**config.mk**
```make
export PLATFORM = sky130hd
export DESIGN_NAME = uart_rx_cfg
export DESIGN_NICKNAME = d
export VERILOG_FILES = /design/src/rtl/uart_rx_cfg.sv
export SDC_FILE = /design/constraint.sdc
export NUM_CORES = 1
export LEC_CHECK = 0
export ABC_CLOCK_PERIOD_IN_PS = 2100
export CORE_MARGIN = 2
export CORE_UTILIZATION = 52
export DETAILED_ROUTE_END_ITERATION = 6
export GPL_TIMING_DRIVEN = 0
export HOLD_SLACK_MARGIN = 0.08
export PLACE_DENSITY = 0.74
export SETUP_SLACK_MARGIN = 0.15
export SYNTH_ARGS = -nofsm -noshare
export SYNTH_HDL_FRONTEND = slang
export SYNTH_SLANG_ARGS = --single-unit
```
**constraint.sdc**
```tcl
create_clock -name clk -period 2.1 [get_ports clk]
set_input_delay 0.315 -clock clk [delete_from_list [all_inputs] [get_ports clk]]
set_output_delay 0.315 -clock clk [all_outputs]
set_load 0.005 [all_outputs]
```
**src/rtl/uart_rx_cfg.sv**
```systemverilog
// uart_rx_cfg: parametrised oversampling UART receiver with parity,
// 1/2 stop bits, 2-flop input synchroniser and error/break reporting.
// Ports:
//   clk        system clock
//   rst        synchronous active-high reset
//   bd_tick    oversample strobe, OVERSAMPLE pulses per bit time
//   rx         asynchronous serial line, idle high
//   ready      one-cycle pulse, frame complete
//   rd_data    received word, right-aligned, held until next ready
//   parity_err parity mismatch on last frame
//   frame_err  a stop bit sampled 0 on last frame
//   break_det  last frame all-zero including parity and stop bits
// Optional: define UART_RX_MAJORITY_EN for 2-of-3 majority bit voting.
module uart_rx_cfg #(
    parameter int DATA_BITS   = 8,
    parameter int OVERSAMPLE  = 16,
    parameter int PARITY_MODE = 0,
    parameter int STOP_BITS   = 1
) (
    input  logic                 clk,
    input  logic                 rst,
    input  logic                 bd_tick,
    input  logic                 rx,
    output logic                 ready,
    output logic [DATA_BITS-1:0] rd_data,
    output logic                 parity_err,
    output logic                 frame_err,
    output logic                 break_det
);

    if (DATA_BITS < 5 || DATA_BITS > 9 ||
        OVERSAMPLE < 8 || OVERSAMPLE > 32 ||
        (OVERSAMPLE % 2) != 0 ||
        PARITY_MODE < 0 || PARITY_MODE > 2 ||
        STOP_BITS < 1 || STOP_BITS > 2) begin : g_bad_param
        $error("uart_rx_cfg: illegal parameter value");
    end

    localparam int TW = $clog2(OVERSAMPLE);
    localparam int BW = $clog2(DATA_BITS + 1);

    localparam logic [TW-1:0] T_HALF = TW'(OVERSAMPLE / 2 - 1);
    localparam logic [TW-1:0] T_LAST = TW'(OVERSAMPLE - 1);
    localparam logic [BW-1:0] B_DATA = BW'(DATA_BITS - 1);
    localparam logic [BW-1:0] B_STOP = BW'(STOP_BITS - 1);

    typedef enum logic [2:0] {
        IDLE,
        START,
        DATA,
        PARITY,
        STOP
    } state_t;

    state_t state, state_n;

    logic rx_m, rx_s, rx_d;

    logic [TW-1:0]        tick_cnt, tick_n;
    logic [BW-1:0]        bit_cnt, bit_n;
    logic [DATA_BITS-1:0] shreg, shreg_n;
    logic                 par_acc, par_n;
    logic                 ferr_p, ferr_n;
    logic                 ones, ones_n;
    logic                 done;
    logic                 mid;
    logic                 bit_val;

    // Synchroniser and edge-history flops reset high so a line that is
    // idle at reset release never looks like a start edge.
    always_ff @(posedge clk) begin
        if (rst) begin
            rx_m <= 1'b1;
            rx_s <= 1'b1;
            rx_d <= 1'b1;
        end else begin
            rx_m <= rx;
            rx_s <= rx_m;
            rx_d <= rx_s;
        end
    end

    assign mid = bd_tick && (tick_cnt == T_LAST);

`ifdef UART_RX_MAJORITY_EN
    localparam logic [TW-1:0] T_M3 = TW'(OVERSAMPLE - 3);
    localparam logic [TW-1:0] T_M2 = TW'(OVERSAMPLE - 2);

    logic maj_a, maj_b;

    always_ff @(posedge clk) begin
        if (rst) begin
            maj_a <= 1'b0;
            maj_b <= 1'b0;
        end else if (bd_tick) begin
            if (tick_cnt == T_M3) maj_a <= rx_s;
            if (tick_cnt == T_M2) maj_b <= rx_s;
        end
    end

    // Third vote is the live sample taken at the decision tick.
    assign bit_val = (maj_a & maj_b) |
                     (maj_a & rx_s)  |
                     (maj_b & rx_s);
`else
    assign bit_val = rx_s;
`endif

    always_ff @(posedge clk) begin
        if (rst) begin
            state    <= IDLE;
            tick_cnt <= '0;
            bit_cnt  <= '0;
            shreg    <= '0;
            par_acc  <= 1'b0;
            ferr_p   <= 1'b0;
            ones     <= 1'b0;
        end else begin
            state    <= state_n;
            tick_cnt <= tick_n;
            bit_cnt  <= bit_n;
            shreg    <= shreg_n;
            par_acc  <= par_n;
            ferr_p   <= ferr_n;
            ones     <= ones_n;
        end
    end

    always_comb begin
        state_n = state;
        tick_n  = tick_cnt;
        bit_n   = bit_cnt;
        shreg_n = shreg;
        par_n   = par_acc;
        ferr_n  = ferr_p;
        ones_n  = ones;
        done    = 1'b0;
        unique case (state)
            IDLE: begin
                if (rx_d && !rx_s) begin
                    state_n = START;
                    tick_n  = '0;
                end
            end
            START: begin
                if (bd_tick) begin
                    if (tick_cnt == T_HALF) begin
                        if (!rx_s) begin
                            state_n = DATA;
                            tick_n  = '0;
                            bit_n   = '0;
                            par_n   = 1'b0;
                            ferr_n  = 1'b0;
                            ones_n  = 1'b0;
                        end else begin
                            state_n = IDLE;
                        end
                    end else begin
                        tick_n = tick_cnt + 1'b1;
                    end
                end
            end
            DATA: begin
                if (mid) begin
                    shreg_n = {bit_val, shreg[DATA_BITS-1:1]};
                    par_n   = par_acc ^ bit_val;
                    ones_n  = ones | bit_val;
                    tick_n  = '0;
                    bit_n   = bit_cnt + 1'b1;
                    if (bit_cnt == B_DATA) begin
                        bit_n   = '0;
                        state_n = (PARITY_MODE != 0) ? PARITY : STOP;
                    end
                end else if (bd_tick) begin
                    tick_n = tick_cnt + 1'b1;
                end
            end
            PARITY: begin
                if (mid) begin
                    par_n   = par_acc ^ bit_val;
                    ones_n  = ones | bit_val;
                    tick_n  = '0;
                    bit_n   = '0;
                    state_n = STOP;
                end else if (bd_tick) begin
                    tick_n = tick_cnt + 1'b1;
                end
            end
            STOP: begin
                if (mid) begin
                    if (!bit_val) ferr_n = 1'b1;
                    ones_n = ones | bit_val;
                    tick_n = '0;
                    bit_n  = bit_cnt + 1'b1;
                    if (bit_cnt == B_STOP) begin
                        done    = 1'b1;
                        bit_n   = '0;
                        state_n = IDLE;
                    end
                end else if (bd_tick) begin
                    tick_n = tick_cnt + 1'b1;
                end
            end
            default: state_n = IDLE;
        endcase
    end

    // par_acc holds the XOR of data and parity bits: odd parity wants 1,
    // even parity wants 0.
    always_ff @(posedge clk) begin
        if (rst) begin
            ready      <= 1'b0;
            rd_data    <= '0;
            parity_err <= 1'b0;
            frame_err  <= 1'b0;
            break_det  <= 1'b0;
        end else begin
            ready <= done;
            if (done) begin
                rd_data    <= shreg;
                frame_err  <= ferr_n;
                break_det  <= ~ones_n;
                parity_err <= (PARITY_MODE == 1) ? ~par_acc :
                              (PARITY_MODE == 2) ?  par_acc : 1'b0;
            end
        end
    end

endmodule
```
Yosys cells after proc, flatten, opt, wreduce, memory -nomap -nowiden. Index checks and enable logic that the tools add are counted.

Bits in registers: 35. Input bits: 4. Output and inout port bits: 12. Logic and storage cells: 86.

Add/subtract/negate cells: 2. Eq/ne operators: 18. Muxes and demuxes: 39. Bitwise gates (word level): 2. Reductions and logical operators: 12.

Operators by type and width (number): 2-to-1 mux 4 bit (13); 2-to-1 mux 3 bit (8); != test 2 bit, second input constant (9); case mux 4 bit (4 select lines) (1); case mux 3 bit (5 select lines) (1); 2-to-1 mux 1 bit (12); case mux 4 bit (3 select lines) (1); adder 4 x 1 -> 4 bit, second input constant (2); equality test 4 x 3 -> 1 bit, second input constant (2); AND reduction 8 bit (1); AND reduction 7 bit (1); equality test 3 x 2 -> 1 bit, second input constant (2); AND reduction 5 bit (1); equality test 4 bit, second input constant (1); logical NOT 4 bit (1); case mux 1 bit (2 select lines) (2); nonzero test 4 bit (1); equality test 3 x 1 -> 1 bit, second input constant (1); equality test 3 bit, second input constant (1); logical NOT 3 bit (1); != test 3 x 1 -> 1 bit, second input constant (1); != test 3 bit, second input constant (1); nonzero test 3 bit (1); OR reduction 3 bit (1); other kinds (6) (7).

Logic depth before layout (Yosys ltp). Gate-level depths: netlist (run 1).

Depth in word-level cells: 5. Mapped depth: 7. Mapped depth without buffers: 7.

Worst setup path before layout (run 1). Ideal clock, no wire load.

Path type: register -> register. Start: reg state[2]. End: reg tick_cnt[2]. Library setup time: 0.067 ns. Arrival: 1.818 ns. Required time: 2.033 ns. Path slack: 0.215 ns. Stages on the path, launching flop included: 7. Path buffers: 1. Clock period less this slack: 1.885 ns. Cells stage by stage: dfxtp_1 > buf_6 > or3b_4 > or4b_4 > a31o_4 > a21bo_1 > a21oi_2.

Longest elaborated chain between the ends: 4. Elaborated cells between the ends (all ways): 13. Those cells by class: eq/ne (8); mux (1); reduce/logical (4).

Ends and longest elaborated chain: start, declared (line 55) `state_t state, state_n;`; start signal, assigned (line 119) `state <= state_n;`; equality test 3 bit / equality test 3 x 2 -> 1 bit (equally long branches) (line 138) `unique case (state)`; OR reduction 3 bit (no source line); != test 3 x 1 -> 1 bit (no source line) / nonzero test 3 bit (equally long branches); AND reduction 5 bit (no source line); end signal, assigned (line 120) `tick_cnt <= tick_n;`; end, declared (line 59) `logic [TW-1:0] tick_cnt, tick_n;`.

Several ways; a longest one is shown, not always the timed one. A chain may end at the register's enable or synchronous reset.

Worst setup path after layout (run 1).
Start: reg state[1]. End: reg tick_cnt[2].

Same word-level chain as after synthesis.

==> summary.md, run 1 <==
| Metric | Value |
|---|---|
| Outcome | `complete, no violations` |
| Die Area | `3510 µm²` |
| RSZ-0062 raised after global routing | `true` |
| Initial core utilization | `53.2%` |
| Via/cell ratio | `between 5 and 6` |
| Async set-or-reset flop fraction in the synthesized netlist | `0%` |
| Post-Synth Simple-Gate Area | `27.9%` |
| Ys flop type | `dfxtp_1` |
| Combinational share of power | `3.7%` |
| Post-synthesis cell area | `1590 µm²` |
| Tcrit/Tclk final | `between 90% and 100%` |
| Minimum clock period | `~2 ns` |
| Int Power | `around 0.0011 W` |
| GR Util met3 | `around 6.8%` |
| Commonest cells after routing, fill and taps aside | `34 x dfxtp_1, 27 x nand2_1, 22 x nor2_1` |
| Adder-Cell Fraction of Synth Area | `under 10%` |
| Antenna violations before repair | `0` |
| Synth Area in XOR/XNOR | `1.10%` |
| TritonRoute pass-1 iters | `4` |
| Switching share of power | `between 10% and 20%` |
| Core area | `2980 µm²` |
| Worst Skew | `around 0.013 ns` |
| Met1 Use GR | `between 20% and 30%` |
| CTS tree | `built` |
| Register area share after synthesis | `44.2%` |
| Clock Path Buffers | `2` |
| Clock network power share | `roughly 45%` |
| Total Wirelength | `3.30 mm` |
| Syn avg cell area | `approximately 8.7 µm²` |
| Filler-free cell count of the finished design | `242` |
| Die Span X | `between 50 and 60 µm` |
| Initial DRC count | `~80` |
| Clock sink count | `35` |
| Worst setup EP type | `register` |
| Vias in the first global route | `1241` |
| Final WS setup | `0.139 ns` |
| Slack of the worst reg-to-reg path | `between 0.1 and 0.15 ns` |
| Fillers | `248` |
| # DRC | `0` |
| Leakage | `between 0.6 and 0.7 nW` |
| Total grt overflow | `0` |
| Clock slew at reported path FFs | `0.11 ns` |
| Maximum VDD drop | `about 0.65 mV` |
| First-pass GRT wire length | `about 5.5 mm` |
| Largest net degree at the start of global routing | `12` |
| PwrDens | `just under 700 nW/µm²` |
| Max FO, Critical Path | `10` |
| Core Rows | `20` |
| Worst-Skew Late Latency | `roughly 0.35 ns` |
| H-Tree Depth | `2` |
| Syn Nets | `between 150 and 200` |
| Worst Path Required | `about 2.4 ns` |
| Vias post-DR | `between 1000 and 1500` |
| Max-slew headroom | `a little under two thirds` |
| Ports | `16` |
| Min-delay worst type | `reg2reg` |
| Largest cells by area after synthesis | `dfxtp_1 44%, nand2_1 6.4%, a21oi_1 6.0%` |
| Setup WS pre-CTS | `-0.222 ns` |
| FMAX | `approximately 500 MHz` |
| Worst-Margin Slew | `around 0.54 ns` |
| Final setup vio count | `0` |
| Post-synthesis mux area share | `5.05%` |
| WP data arrival | `about 2.3 ns` |
| Inst Count DP | `about 230` |
| Flops & latches, synth | `35` |
| Setup Crit Path Kind | `reg2reg` |
| Setup TNS | `0 ns` |
| Largest family of logic cells by synthesized area | `simple AND/OR/NAND/NOR gates` |
| Proportion of layout cells with a drive suffix above 1 | `between 15 and 20%` |
| Cell taking the most area after synthesis | `dfxtp_1` |
| Gr busiest metal | `met2` |
| EDFF count, synth | `0` |
| Most common cell after layout, fill and taps aside | `dfxtp_1` |
| Routing usage on met2 | `between 30% and 40%` |
| Startpoint types | `register` |
| Die height | `about 60 µm` |
| Antenna Violating Nets Remaining | `0` |
| Max Cap Violations | `0` |
| Synth Area in Compound Gates | `between 10 and 15%` |
| Share of the synthesized area in the top cell type | `between 40 and 50%` |
| Distinct cell type count after synthesis | `47` |
| CTS root buf | `clkbuf_4` |
| Placer congestion estimate | `around 0.92` |
| Post-Synthesis Cells | `around 180` |
| Post-DP HPWL | `around 2.2 mm` |
| Wire length per cell | `approximately 14 µm` |
| GRT Total Usage | `between 20% and 30%` |
| Syn-to-layout area delta | `21.8%` |
| YS warnings | `0` |
| CTS Buf Count | `5` |
| Final hold violation count | `0` |
| Switch Pwr | `about 0.00025 W` |
| N_diodes | `0` |
| Buffers on Ports | `13` |
| Count of pins over their slew limit | `0` |
| Sequential share of power | `50.9%` |
| Nets | `approximately 220` |
-- through the flow --
step	instance area [µm²]	utilization, %	total power, W	hold WS, ns
floorplan	1590	-	0.000714	0.389
finish	1930	64.8	0.00131	0.426
CTS	1890	63.5	0.00133	0.415
detailed placement	1760	59.0	0.000728	0.403
global route	1930	64.8	0.00136	0.440
global placement	1760	59.0	0.000727	0.397
-- final cells by class --
cell class / instances / area [µm²] / share of cell area [%]
plain buffers: 10 / 65.1 / 3.37
clock buffers: 6 / 41.3 / 2.14
clock inverters: 2 / 60.1 / 3.11
inverters: 4 / 15.0 / 0.778
multi-input cells: 134 / 838 / 43.4
flip-flops and latches: 35 / 702 / 36.4
well taps: 33 / 41.3 / 2.14
repair buffers: 18 / 168 / 8.68
-- worst paths after layout --
path / endpoint / cells after the start / start
worst max register to register: tick_cnt[2] / 6 / state[1]
worst min register to register: bit_val / 1 / rx_m
worst min-delay path: bit_val / 1 / rx_m
worst max-delay path: tick_cnt[2] / 6 / state[1]
-- state kept, by name, summed over array words and instances (netlist names), named ones only --
signal     flops
bit_val        1
bit_cnt        4
shreg          8
rx_d           1
tick_cnt       4
state          3
rd_data        8
break_det      1
rx_m           1
frame_err      1
ready          1
ferr_p         1
-- cell usage after synthesis (3+ instances only) --
cell and n:
nand2b_1 4, or2_2 3, nor2_1 22, or3_1 3, dfxtp_1 35, nand3_1 4, nand2_1 27, inv_1 4
o21ai_0 5, ha_1 3, clkbuf_1 6, mux2i_1 8, a21oi_1 19
-- cells by family after synthesis --
logic type               Yosys count
adder cells (fa/ha/maj)            3
flip-flops                        35
AND/OR/NAND/NOR                   84
buffers and inverters             14
AO/OA/AOI/OAI                     36
multiplexers                       8
XOR/XNOR                           2
other                              1
-- metal layers --
| layer | part of all wire, % | wire, µm |
|---|---|---|
| met2 | 48 | 1590 |
| met5 | 0 | 0 |
| met3 | 4.9 | 162 |
| met1 | 45 | 1480 |
| met4 | 1.9 | 61 |
-- repair_timing --
item | in CTS | in global routing
setup endpoints to repair | 23 | 28
cloned | 0 | 0
pin swaps | 1 | 2
hold buffers | 0 | 0
setup buffers | 3 | 2
gates resized for setup | 4 | 9
-- worst max-delay path, cell delays in order, from the launching register on --
cell	delay, ns
dfxtp_1	0.31
buf_4	0.16
or3b_4	0.38
or4b_4	0.51
a31o_4	0.26
a21bo_1	0.17
a21oi_2	0.10
-- power groups by stage --
stage	clock, W	sequential, W	combinational, W
3_5_place_dp	0	0.000684	0.0000440
5_1_grt	0.000639	0.000670	0.0000543
3_3_place_gp	0	0.000684	0.0000427
4_1_cts	0.000609	0.000669	0.0000478
6_report	0.000596	0.000669	0.0000490
2_1_floorplan	0	0.000683	0.0000307
Power figures use the tool's default switching activity.
==> inputs of run 2 (changes only) <==
Settings changed: PLACE_DENSITY 0.74 to 0.72, RECOVER_POWER set to 25, REMOVE_ABC_BUFFERS set to 1.
==> summary.md, run 2 (synthesis gave the netlist of run 1 again) <==
| Metric | Value |
|---|---|
| Overall power | `0.00119 W` |
| Most common cell after layout, fill and taps aside | `dfxtp_1` |
| Gr busiest metal | `met2` |
| PwrDens | `between 600 and 700 nW/µm²` |
| CTS tree | `built` |
| Worst Skew | `about 0.0050 ns` |
| Minimum clock period | `between 1.5 and 2 ns` |
| Violated checks | `capacitance limit` |
| GR Util met3 | `6.55%` |
| Ports | `16` |
| TritonRoute pass-1 iters | `4` |
| Routing usage on met2 | `28.9%` |
| Commonest cells after routing, fill and taps aside | `31 x dfxtp_1, 27 x nand2_1, 21 x nor2_1` |
| Clock Path Buffers | `2` |
| CTS root buf | `clkbuf_4` |
| Leakage | `~0.67 nW` |
| N_diodes | `0` |
| Placer congestion estimate | `around 0.8` |
| Min-delay worst type | `reg2reg` |
| CTS Buf Count | `5` |
| Final setup vio count | `0` |
| FMAX | `approximately 520 MHz` |
| Post-DP HPWL | `between 2 and 2.5 mm` |
| Clock slew at reported path FFs | `0.11 ns` |
| Post-CTS Hold Buffers | `0` |
| Biggest regs | `rd_data x8, shreg x8` |
| Storage element area | `713 µm²` |
| Vias in the first global route | `roughly 1200` |
| Fillers | `255` |
| Vias post-DR | `1362` |
| Initial core utilization | `~53%` |
| Worst setup EP type | `register` |
| Proportion of layout cells with a drive suffix above 1 | `between 20% and 30%` |
| Maximum VDD drop | `0.349 mV` |
| Wire length per cell | `14.0 µm` |
| Multi-input logic area | `866 µm²` |
| First-pass GRT wire length | `5.03 mm` |
| Buffers on Ports | `14` |
| Outcome | `finished, violations left` |
| Setup Crit Path Kind | `reg2reg` |
| Total Wirelength | `about 3.3 mm` |
| Final hold violation count | `0` |
| Syn-to-layout area delta | `21.9%` |
| RSZ-0062 raised after global routing | `false` |
| Max FO, Critical Path | `6` |
| WP data arrival | `about 2.2 ns` |
| Worst-Margin Slew | `about 1.5 ns` |
| Worst hold slack | `0.422 ns` |
| Die Span X | `59.2 µm` |
| # DRC | `0` |
| Via/cell ratio | `about 5.7` |
| Die Area | `approximately 3500 µm²` |
| Startpoint types | `register` |
| Total grt overflow | `0` |
| Worst-Skew Late Latency | `0.34 ns` |
| H-Tree Depth | `2` |
| Antenna violations before repair | `0` |
| Core area | `approximately 3000 µm²` |
| Largest net degree at the start of global routing | `37` |
| Setup TNS | `0 ns` |
| Die height | `between 50 and 60 µm` |
| Initial DRC count | `roughly 100` |
| Core Rows | `20` |
| GRT Total Usage | `19.2%` |
| Tcrit/Tclk final | `between 90 and 100%` |
| Nets | `212` |
| Count of pins over their slew limit | `0` |
| Max-slew headroom | `less than 1%` |
| Clock sink count | `35` |
| Met1 Use GR | `25.5%` |
| Antenna Violating Nets Remaining | `0` |
| Worst Path Required | `2.36 ns` |
| Max Cap Violations | `1` |
==> run 2: cell types whose count changed in the layout (fill, tap and decap cells not counted), sizes merged <==
cell	delta
buf	-2
bufinv	-1
clkbuf	-3
clkdlybuf4s50	-7
clkinv	+2
dlygate4sd3	+7
or3	+1
==> run 2: worst paths after layout <==
path	slack (ns)	depth (start not counted)	start	to
hold / removal	0.42	1	rx_m	bit_val
setup / recovery	0.18	5	state[2]	tick_cnt[2]
hold reg to reg	0.42	1	rx_m	bit_val
setup reg to reg	0.18	5	state[2]	tick_cnt[2]
==> run 2: critical path, cell delays in order (launching register included) <==
cell and delay (ns):
dfxtp_4 0.38, or3b_4 0.42, or4b_4 0.51, a31o_4 0.26, a21bo_1 0.18, a21oi_2 0.10
==> run 2: cell type report <==
cell class	count	share of cell area, %
Sequential cell	35	36.9
Timing Repair Buffer	24	11.2
Inverter	4	0.777
Clock inverter	3	2.27
Clock buffer	5	1.94
Tap cell	33	2.14
Multi-Input combinational cell	135	44.8
==> run 2: timing repair <==
item	CTS	global route
resized for setup	8	11
pin swaps	0	4
cloned	0	1
setup endpoints to repair	25	20
setup buffers	0	10
==> run 2: where the power goes <==
group	leakage [nW]	switching (W)	total [W]	internal [W]
clock	0.0452	0.000227	0.000478	0.000250
sequential	0.285	0.00000329	0.000667	0.000664
combinational	0.338	0.0000247	0.0000420	0.0000173
==> run 2: per-layer routing <==
metal	vias to the layer above	share of wire, %	routed length (µm)
met5	-	0	0
met4	0	1.4	46
met3	5	4.7	156
met2	32	49	1630
met1	648	45	1500
li1	677	-	-
==> run 2: per-stage QoR <==
| step | util, % | instance area [µm²] | cells | setup slack, ns |
|---|---|---|---|---|
| after global placement | 57.3 | 1710 | 220 | -0.318 |
| after floorplan | - | 1530 | 173 | 0.186 |
| after CTS | 60.7 | 1810 | 228 | 0.115 |
| final | 64.9 | 1930 | 239 | 0.175 |
| after global routing | 64.9 | 1930 | 239 | 0.115 |
| after detailed placement | 57.3 | 1710 | 220 | -0.365 |
